[config.mk]
export PLATFORM = sky130hd
export DESIGN_NAME = udp_recv
export DESIGN_NICKNAME = d
export VERILOG_FILES = /design/src/rtl/udp_recv.sv
export SDC_FILE = /design/constraint.sdc
export NUM_CORES = 1
export LEC_CHECK = 0
export BUFFER_PORTS_ARGS = -buffer_cell sky130_fd_sc_hd__buf_4
export CAP_MARGIN = 0
export CORE_AREA = 2 2 155 157
export DETAILED_ROUTE_END_ITERATION = 7
export DIE_AREA = 0 0 157 159
export PLACE_DENSITY = 0.82
export SETUP_SLACK_MARGIN = 0.2
export SLEW_MARGIN = 5
export SYNTH_ARGS = -nofsm -noshare
export SYNTH_HDL_FRONTEND = slang
export SYNTH_SLANG_ARGS = --single-unit
[constraint.sdc]
create_clock -name eth_rxc -period 3.9 [get_ports eth_rxc]
set_clock_uncertainty 0.05 [all_clocks]
set_input_delay 0.585 -clock eth_rxc [delete_from_list [all_inputs] [get_ports eth_rxc]]
set_output_delay 0.585 -clock eth_rxc [all_outputs]
set_load 0.02 [all_outputs]
[src/rtl/udp_recv.sv]
// GMII receive UDP parser: strips preamble, Ethernet, IPv4 and UDP headers, checks the
// destination fields against the board addresses and emits the payload as 32-bit words.
module udp_recv #(
  parameter logic [47:0] BOARD_MAC_ADDR = 48'h00_11_22_33_44_55,
  parameter logic [31:0] BOARD_IP_ADDR  = {8'd192, 8'd168, 8'd1, 8'd10},
  parameter logic [15:0] BOARD_UDP_PORT = 16'd1234
) (
  input  logic        eth_rxc,
  input  logic        rst,
  input  logic        eth_rxdv,
  input  logic [7:0]  eth_rxd,
  output logic        rec_en,
  output logic [31:0] rec_data,
  output logic        rec_pkt_done,
  output logic [15:0] rec_byte_num,
  output logic [31:0] rec_src_ip,
  output logic        rec_err
);

  typedef enum logic [2:0] {S_IDLE, S_PRE, S_ETH, S_IP, S_UDP, S_DATA, S_DROP} state_t;

  state_t      r_state;
  logic        r_rxdv_d;
  logic [15:0] r_cnt;
  logic [47:0] r_mac;
  logic [7:0]  r_etype_hi;
  logic [3:0]  r_ihl;
  logic        r_proto_ok;
  logic [31:0] r_src;
  logic [31:0] r_dst;
  logic [15:0] r_port;
  logic [15:0] r_ulen;
  logic [15:0] r_dlen;
  logic [23:0] r_acc;

  logic [15:0] w_ip_last;
  logic [31:0] w_dst;
  logic        w_last;
  logic [31:0] w_word;

  assign w_ip_last = {10'd0, r_ihl, 2'b00} - 16'd1;
  // With a 20-byte header the last dest-IP byte is the byte being sampled right now.
  assign w_dst     = (r_cnt == 16'd19) ? {r_dst[23:0], eth_rxd} : r_dst;
  assign w_last    = (r_cnt == r_dlen - 16'd1);

  always_comb begin
    w_word = '0;
    case (r_cnt[1:0])
      2'd0:    w_word = {eth_rxd, 24'd0};
      2'd1:    w_word = {r_acc[7:0], eth_rxd, 16'd0};
      2'd2:    w_word = {r_acc[15:0], eth_rxd, 8'd0};
      default: w_word = {r_acc[23:0], eth_rxd};
    endcase
  end

  always_ff @(posedge eth_rxc) begin
    if (rst) begin
      r_state      <= S_IDLE;
      r_rxdv_d     <= 1'b0;
      r_cnt        <= '0;
      r_mac        <= '0;
      r_etype_hi   <= '0;
      r_ihl        <= '0;
      r_proto_ok   <= 1'b0;
      r_src        <= '0;
      r_dst        <= '0;
      r_port       <= '0;
      r_ulen       <= '0;
      r_dlen       <= '0;
      r_acc        <= '0;
      rec_en       <= 1'b0;
      rec_data     <= '0;
      rec_pkt_done <= 1'b0;
      rec_byte_num <= '0;
      rec_src_ip   <= '0;
      rec_err      <= 1'b0;
    end else begin
      r_rxdv_d     <= eth_rxdv;
      rec_en       <= 1'b0;
      rec_pkt_done <= 1'b0;
      rec_err      <= 1'b0;
      case (r_state)
        S_IDLE: begin
          r_cnt <= '0;
          if (eth_rxdv && !r_rxdv_d && eth_rxd == 8'h55) r_state <= S_PRE;
        end
        S_PRE: begin
          if (!eth_rxdv) begin
            r_state <= S_IDLE; r_cnt <= '0;
          end else if (r_cnt < 16'd6 && eth_rxd == 8'h55) begin
            r_cnt <= r_cnt + 16'd1;
          end else if (r_cnt == 16'd6 && eth_rxd == 8'hD5) begin
            r_state <= S_ETH; r_cnt <= '0;
          end else begin
            r_state <= S_DROP; r_cnt <= '0;
          end
        end
        S_ETH: begin
          if (!eth_rxdv) begin
            r_state <= S_IDLE; r_cnt <= '0;
          end else begin
            r_cnt <= r_cnt + 16'd1;
            if (r_cnt < 16'd6) r_mac <= {r_mac[39:0], eth_rxd};
            if (r_cnt == 16'd12) r_etype_hi <= eth_rxd;
            if (r_cnt == 16'd13) begin
              r_cnt <= '0;
              if ((r_mac == BOARD_MAC_ADDR || r_mac == 48'hffff_ffff_ffff) &&
                  {r_etype_hi, eth_rxd} == 16'h0800) r_state <= S_IP;
              else r_state <= S_DROP;
            end
          end
        end
        S_IP: begin
          if (!eth_rxdv) begin
            r_state <= S_IDLE; r_cnt <= '0;
          end else begin
            r_cnt <= r_cnt + 16'd1;
            if (r_cnt == 16'd0) begin
              r_ihl <= eth_rxd[3:0];
              if (eth_rxd[7:4] != 4'd4 || eth_rxd[3:0] < 4'd5) begin
                r_state <= S_DROP; r_cnt <= '0;
              end
            end
            if (r_cnt == 16'd9) r_proto_ok <= (eth_rxd == 8'd17);
            if (r_cnt >= 16'd12 && r_cnt <= 16'd15) r_src <= {r_src[23:0], eth_rxd};
            if (r_cnt >= 16'd16 && r_cnt <= 16'd19) r_dst <= {r_dst[23:0], eth_rxd};
            if (r_cnt != 16'd0 && r_cnt == w_ip_last) begin
              r_cnt   <= '0;
              r_state <= (r_proto_ok && w_dst == BOARD_IP_ADDR) ? S_UDP : S_DROP;
            end
          end
        end
        S_UDP: begin
          if (!eth_rxdv) begin
            r_state <= S_IDLE; r_cnt <= '0;
          end else begin
            r_cnt <= r_cnt + 16'd1;
            if (r_cnt == 16'd2 || r_cnt == 16'd3) r_port <= {r_port[7:0], eth_rxd};
            if (r_cnt == 16'd4 || r_cnt == 16'd5) r_ulen <= {r_ulen[7:0], eth_rxd};
            if (r_cnt == 16'd7) begin
              r_cnt <= '0;
              if (r_port != BOARD_UDP_PORT || r_ulen < 16'd8) begin
                r_state <= S_DROP;
              end else if (r_ulen == 16'd8) begin
                // Empty datagram: report completion without any data word.
                rec_pkt_done <= 1'b1;
                rec_byte_num <= '0;
                rec_src_ip   <= r_src;
                r_state      <= S_DROP;
              end else begin
                r_dlen  <= r_ulen - 16'd8;
                r_state <= S_DATA;
              end
            end
          end
        end
        S_DATA: begin
          if (!eth_rxdv) begin
            rec_err <= 1'b1;
            r_state <= S_IDLE; r_cnt <= '0;
          end else begin
            r_acc <= {r_acc[15:0], eth_rxd};
            r_cnt <= r_cnt + 16'd1;
            if (r_cnt[1:0] == 2'd3 || w_last) begin
              rec_en   <= 1'b1;
              rec_data <= w_word;
            end
            if (w_last) begin
              rec_pkt_done <= 1'b1;
              rec_byte_num <= r_dlen;
              rec_src_ip   <= r_src;
              r_state      <= S_DROP;
              r_cnt        <= '0;
            end
          end
        end
        S_DROP: begin
          r_cnt <= '0;
          if (!eth_rxdv) r_state <= S_IDLE;
        end
        default: begin
          r_state <= S_IDLE; r_cnt <= '0;
        end
      endcase
    end
  end

endmodule

* After elaboration in Yosys (flattened, before gate mapping)
Index checks and enable logic that the tools add are counted.
Widths: inputs -> output; s select.
** Word-level totals
- Register bits :: 300
- Latch bits :: 0
- RAM bits :: 0
- Memory bits (read-only) :: 0
- Bits of input ports :: 11
- Output and inout port bits :: 83
- Word-level logic and storage cells :: 173
- Memories kept :: 0
** Cells by class
- Add/sub/neg operators :: 4
- Multipliers :: 0
- Divide/modulo/power cells :: 0
- Magnitude comparators :: 7
- Equal/unequal tests :: 45
- Shifts and indexed selects :: 0
- Mux-type cells :: 58
- Bitwise operators :: 4
- Reduce and logical (&&, ||, !) cells :: 36
** Operators by type and width (number)
- $mux 16 :: 18
- $mux 32 :: 7
- $pmux 32 s3 :: 1
- $pmux 16 s5 :: 1
- $eq 16x3->1 const B :: 4
- $eq 16x4->1 const B :: 4
- $pmux 32 s2 :: 1
- $eq 48x37->1 const B :: 1
- $eq 48x48->1 const B :: 1
- $mux 3 :: 16
- $eq 16x16->1 :: 2
- $eq 16x2->1 const B :: 2
- $eq 32x32->1 const B :: 1
- $pmux 16 s2 :: 1
- $reduce_and 3->1 :: 9
- $pmux 3 s7 :: 1
- $add 16x1->16 const B :: 1
- $eq 16x12->1 const B :: 1
- $eq 16x5->1 const B :: 1
- $ge 16x4->1 const B :: 1
- $ge 16x5->1 const B :: 1
- $le 16x4->1 const B :: 1
- $le 16x5->1 const B :: 1
- $logic_not 16->1 :: 1
- 36 further kinds :: 76

* Logic depth before layout (Yosys ltp)
Gate-level depths: netlist (run 1).
- Word-level depth :: 8
- Mapped depth :: 13
- Depth with buffers taken out :: 10

* Worst setup path before layout (run 1)
OpenSTA, ideal clock, no wires.
- Kind :: reg2reg
- Start point :: register r_dlen[0]
- End point :: register rec_data[0]
- Library setup time :: 0.138 ns
- Arrival time :: 2.960 ns
- Required time :: 3.712 ns
- Setup slack :: 0.753 ns
- Cell stages (with the launch flop) :: 14
- Buffers on the path :: 3
- Clock period less this slack :: 3.147 ns
- Cells stage by stage :: dfxtp_1 > clkbuf_1 > inv_1 > ha_1 > xor3_1 > nor2_1 > a31oi_1 > or4b_2 > nand4b_1 > or3b_1 > clkbuf_1 > buf_2 > nand3_1 > o221ai_1
** On the way
- Word-level cells in the longest chain between the ends :: 4
** Ends and longest elaborated chain
- start: declaration :: RTL line 33 : logic [15:0] r_dlen;
- start signal: assignment :: RTL line 151 : r_dlen <= r_ulen - 16'd8;
- $sub 16x1->16 :: RTL line 44 : assign w_last = (r_cnt == r_dlen - 16'd1);
- $eq 16x16->1 :: RTL line 44
- $logic_or 1x1->1 :: RTL line 164 : if (r_cnt[1:0] == 2'd3 || w_last) begin
- $reduce_and 3->1 (no source line)
- end signal: assignment :: RTL line 166 : rec_data <= w_word;
- end: declaration :: RTL line 13 : output logic [31:0] rec_data,
No other way between the ends.
A chain may end at the register's enable or synchronous reset.

* Worst setup path in the final report (run 1)
- Start point :: register r_dlen[0]
- End point :: register rec_data[5]
Same word-level chain as after synthesis.

==> results of run 1 <==
==> per-stage QoR <==
step / total power [mW] / instance area (sq um) / instances / hold WS, ns
finish: 6.00 / 15000 / 2012 / 0.262
global route: 6.17 / 15000 / 2012 / 0.261
CTS: 6.04 / 15000 / 2012 / 0.253
detailed placement: 3.24 / 14100 / 1959 / 0.396
global placement: 3.24 / 14100 / 1959 / 0.387
floorplan: 3.20 / 13300 / 1657 / 0.377
==> layout make-up <==
type                       count  share of cell area
multi-input combinational   1211               0.447
sequential                   300               0.399
clock buffer                  44              0.0594
timing repair buffer         115              0.0585
tap                          319              0.0265
clock inverter                 9             0.00565
inverter                      14             0.00349
==> registers in the layout, summed over array words and instances (netlist names), 24 cells and up <==
register	flops
rec_data	32
r_acc	24
rec_src_ip	32
r_mac	48
r_src	32
r_dst	32
==> critical path, delay by kind of cell, from the launching register on <==
kind / cells / cell delay [ns]
simple gates: 5 / 1.84
buf+inv: 1 / 0.08
flops: 1 / 0.48
fa+ha+maj: 1 / 0.29
compound gates: 2 / 0.17
xor+xnor: 1 / 0.37
==> routing by layer <==
| layer | global-route usage | wire length [microns] | part of all wire |
|---|---|---|---|
| met4 | 0.0917 | 1010 | 0.031 |
| met5 | 0 | 0 | 0 |
| met1 | 0.362 | 14600 | 0.44 |
| met3 | 0.0362 | 2130 | 0.065 |
| met2 | 0.403 | 15200 | 0.46 |
==> worst max path at each step <==
| stage | start | endpoint | slack [ns] | depth (start not counted) |
|---|---|---|---|---|
| floorplan | r_dlen[0] | rec_data[0] | 0.75 | 13 |
| global placement | r_dlen[0] | rec_data[3] | 0.59 | 10 |
| CTS | r_dlen[0] | rec_data[1] | 0.49 | 10 |
| finish | r_dlen[0] | rec_data[5] | 0.49 | 10 |
| global route | r_dlen[0] | rec_data[3] | 0.32 | 10 |
| detailed placement | r_dlen[0] | rec_data[1] | 0.50 | 10 |
==> power breakdown <==
group,leakage [nW],switching (mW),internal [mW],total (mW)
logic,2.59,0.0894,0.0177,0.107
registers,2.42,0.000187,3.06,3.06
clock network,0.489,1.18,1.64,2.82
==> placed cells by master, fill, tap and decap left out, types with 5 or more instances in the layout <==
cell       netlist  final
mux2i_1         94     94
nand4_1         27     27
a21oi_1        202    202
a22oi_1          8      8
clkbuf_16        0     30
dfxtp_1        300    300
nor2_1         137    135
xnor2_1         23     23
ha_1             8      8
xor2_1          22     22
inv_1           14     13
nor4b_1          8      8
o221ai_1         8      8
nor4_1          23     23
buf_4            3    113
nand3_1         32     31
o21ai_0         33     33
or3_1           27     27
nand2_1        412    412
a222oi_1         8      8
nor3_1          24     24
nor2b_1          6      6
and3_1          19     19
nand4b_1         6      6
clkinv_2         0      6
clkbuf_8         0      9
clkbuf_1       112      5
nor3b_1          5      5
a211oi_1        13     13
==> cell families (layout without fill, tap and decap cells) <==
| group | Yosys count | in the layout | synth area share |
|---|---|---|---|
| fa+ha+maj | 8 | 8 | 0.00752 |
| xor+xnor | 47 | 47 | 0.0331 |
| compound gates | 303 | 303 | 0.132 |
| buf+inv | 146 | 182 | 0.0444 |
| simple gates | 758 | 758 | 0.260 |
| mux | 95 | 95 | 0.0716 |
| flops | 300 | 300 | 0.451 |
==> results.yml, run 1 <==
hold_path:
  hold_depth: 2
  min_from: "rst"
  hp-class: "primary input to register"
  min_to: "r_port[2]"
critical_path:
  cp-end-kind: "register"
  cp-start-kind: "register"
  regToRegEndpoint: "rec_data[5]"
  rr_startpoint: "r_dlen[0]"
  critPathSlowestCell: "or3b_1"
  reg2regPathDepth: 10
  rrSetupSlack_ns: 0.49
  arrival_ns: 3.79
  cp.required_ns: 4.28
  slowest_delay_ns: 0.68
  path_cells: "inv_1 > ha_1 > xor3_1 > nor2_1 > a31oi_1 > or4b_2 > nand4b_1 > or3b_1 > nand3_1 > o221ai_1"
  path_max_fanout: 16
  critPathKind: "register to register"
logic_synthesis:
  yosysMostFrequentCell: "nand2_1"
  yosysTopAreaCellShare: 0.451
  yosysTopAreaCell: "dfxtp_1"
  avgSynthCellArea_sq_um: 8.03
  synth_enable_flop_cells: 0
  synthCells: 1657
  synthArstFlopShare: 0
  synth_nets: 1676
  ys_types: 70
  yosys-top-cells-area: "dfxtp_1, nand2_1, a21oi_1, mux2i_1, nor2_1"
  syn-cell-area_sq_um: 13300
  ys.flop_type: "dfxtp_1"
  yosys_warnings: 0
  ys_ff_latch: 300
  ys_seq_area_frac: 0.451
  synth_commonest_cells: "nand2_1, dfxtp_1, a21oi_1, nor2_1, clkbuf_1"
cts:
  hold_buffers: 0
  clock_sinks: 300
  path_clk_slew_ns: 0.06
  insertion_delay_ns: 0.57
  numCtsBuffers: 30
  htreeDepth: 1
  cts_tree: "built"
  cts_buffer_depth: 3
  root_buffer: "clkbuf_16"
  cts_resized: 0
  cts_setup_buffers: 0
cells_and_area:
  area_growth_syn_to_layout_pct: 13.1
  nFillCells: 1931
  multi_input_comb_area_sq_um: 6730
  num-nets-final: 1691
  drive_gt1_frac: 0.110
  antenna_cells: 0
  final_util: 0.649
  regArea_sq_um: 6010
global_routing:
  grt_pass1_wl_mm: 53.7
  grt_pass1_vias: 10700
  grt_max_degree: 116
  antenna_found_initial: 0
  overflow: 0
  grt_usage: 0.257
floorplanning:
  rows: 56
  dieArea_sq_um: 25000
  num_io_pins: 94
  die_h_microns: 159
  start_util: 0.574
  fp.coreArea_sq_um: 23200
  die_w_microns: 157
flow_run:
  drv_cap: 0
drt:
  ant_nets: 0
  firstDrtPassIters: 5
  drc: 0
  routedWlPerCell_microns: 16.3
  vias: 11600
  avgViaCountPerCell: 5.77
  drt_iter0_drc: 926
  totalWireLength_mm: 32.9
timing:
  worst_slew_pin_slew_ns: 1.18
  finalMaxSlewViolations: 0
  finalSetupTns_ns: 0
  fin_ws_ns: 0.492
  min_period_ns: 3.41
  setup_violations: 0
  post-route-period-util: 0.874
  rsz0062_at_grt: "false"
  slew_headroom: 0.217
  hold_violations: 0
  fmaxAchievable_ghz: 0.293
pwr:
  vdd_drop_max_mv: 0.356
  power_density_nw_per_um2: 399
  p_leak_nw: 5.49
placement:
  dp_hpwl_mm: 21.1
  routabilityCongestion: 0.908
  port_buffers: 93
  place_ws_ns: 0.500
outcome:
  status: "finished clean"
(Power assumes the default switching activity.)
==> run 2, diff against run 1 <==
--- a/config.mk
+++ b/config.mk
@@ -7,10 +7,12 @@
 export LEC_CHECK = 0
 export BUFFER_PORTS_ARGS = -buffer_cell sky130_fd_sc_hd__buf_4
 export CAP_MARGIN = 0
-export CORE_AREA = 2 2 155 157
+export CELL_PAD_IN_SITES_DETAIL_PLACEMENT = 1
+export CELL_PAD_IN_SITES_GLOBAL_PLACEMENT = 2
+export CORE_AREA = 2 2 196 198
 export DETAILED_ROUTE_END_ITERATION = 7
-export DIE_AREA = 0 0 157 159
-export PLACE_DENSITY = 0.82
+export DIE_AREA = 0 0 198 200
+export PLACE_DENSITY = 0.84
 export SETUP_SLACK_MARGIN = 0.2
 export SLEW_MARGIN = 5
 export SYNTH_ARGS = -nofsm -noshare
==> run 2 against run 1 <==
Against the previous run:
- final cell count rose by 10%
- register-to-register slack got worse by 0.11 ns
- die area rose by 59%
- critical endpoint is now rec_data[0]
- largest power group is now the clock network
==> results.yml, run 2 (synthesized netlist as in run 1, its figures left out) <==
outcome:
  status: "finished clean"
cells_and_area:
  regArea_sq_um: 6010
  fin_area_sq_um: 15600
  nFillCells: 4488
  area_growth_syn_to_layout_pct: 17.1
  multi_input_comb_area_sq_um: 6730
  antenna_cells: 0
  top_register: "r_mac"
  num-nets-final: 1703
  final_util: 0.417
  fin_cells: 2218
  final_common_cell: "nand2_1"
  drive_gt1_frac: 0.116
  largest_reg_flops: 48
  mostFrequentLayoutCells: "nand2_1, dfxtp_1, a21oi_1, nor2_1, buf_4"
global_routing:
  grt_pass1_wl_mm: 62.8
  grt_max_degree: 128
  antenna_found_initial: 0
  grt_pass1_vias: 11700
  grt_usage: 0.196
  overflow: 0
placement:
  dpl.cell_count: 2157
  dp_hpwl_mm: 25.7
  place_ws_ns: 0.410
  port_buffers: 93
  dpl_cell_area_sq_um: 14400
  routabilityCongestion: 0.820
critical_path:
  critPathKind: "register to register"
  reg2regPathDepth: 10
  cp-end-kind: "register"
  arrival_ns: 3.84
  cp.required_ns: 4.22
  cp-start-kind: "register"
  path_max_fanout: 16
cts:
  clock_sinks: 300
  htreeDepth: 2
  cts_setup_buffers: 0
  cts_buffer_depth: 3
  root_buffer: "clkbuf_16"
  cts_tree: "built"
  hold_buffers: 0
  cts_resized: 0
  path_clk_slew_ns: 0.06
  numCtsBuffers: 36
  insertion_delay_ns: 0.52
drt:
  routedWlPerCell_microns: 17.5
  firstDrtPassIters: 5
  drt_iter0_drc: 695
  totalWireLength_mm: 38.8
  vias: 11600
  drc: 0
  ant_nets: 0
  avgViaCountPerCell: 5.23
pwr:
  power_density_nw_per_um2: 423
  p_leak_nw: 5.63
  vdd_drop_max_mv: 0.378
  fin_total_pwr_mw: 6.59
timing:
  post-route-period-util: 0.902
  setup_violations: 0
  fmaxAchievable_ghz: 0.284
  min_period_ns: 3.52
  rsz0062_at_grt: "false"
  fin_ws_ns: 0.382
  worst_slew_pin_slew_ns: 0.980
  slew_headroom: 0.347
  holdWs_ns: 0.359
  hold_violations: 0
  finalSetupTns_ns: 0
  finalMaxSlewViolations: 0
floorplanning:
  start_util: 0.356
  die_h_microns: 200
  rows: 71
  dieArea_sq_um: 39600
  fp.coreArea_sq_um: 37400
  die_w_microns: 198
  num_io_pins: 94
hold_path:
  hold_depth: 2
  hp-class: "primary input to register"
flow_run:
  drv_cap: 0
[run 2: per-layer routing]
metal	global-route usage	vias to the layer above	share of wire
met1	0.268	5641	0.48
met5	0	-	0
met4	0.0490	0	0.017
met3	0.0262	49	0.034
met2	0.329	174	0.47
li1	-	5746	-
[run 2: power by group]
group | switching, mW | internal, mW | total (mW)
logic | 0.0963 | 0.0197 | 0.116
clock network | 1.28 | 2.13 | 3.41
registers | 0.000207 | 3.07 | 3.07
total | 1.38 | 5.21 | 6.59
[run 2: layout make-up]
class / instances / area share
multi-input cells: 1211 / 0.432
flip-flops and latches: 300 / 0.385
clock buffers: 52 / 0.0675
repair buffers: 121 / 0.0610
well taps: 511 / 0.0410
clock inverters: 9 / 0.00964
inverters: 14 / 0.00337
[run 2: final timing paths]
path,startpoint,end,slack [ns]
max,r_dlen[0],rec_data[0],0.38
min,eth_rxdv,rec_err,0.36
max reg2reg,r_dlen[0],rec_data[0],0.38
min reg2reg,r_dst[30],r_dst[30],0.40
[run 2: worst max-delay path: stages (launching register included)]
cell and delay, ns:
dfxtp_1 0.46, inv_1 0.09, ha_1 0.28, xor3_1 0.37, nor2_1 0.10, a31oi_1 0.06, or4b_2 0.63, nand4b_1 0.29
or3b_1 0.73, nand3_1 0.20, o221ai_1 0.12
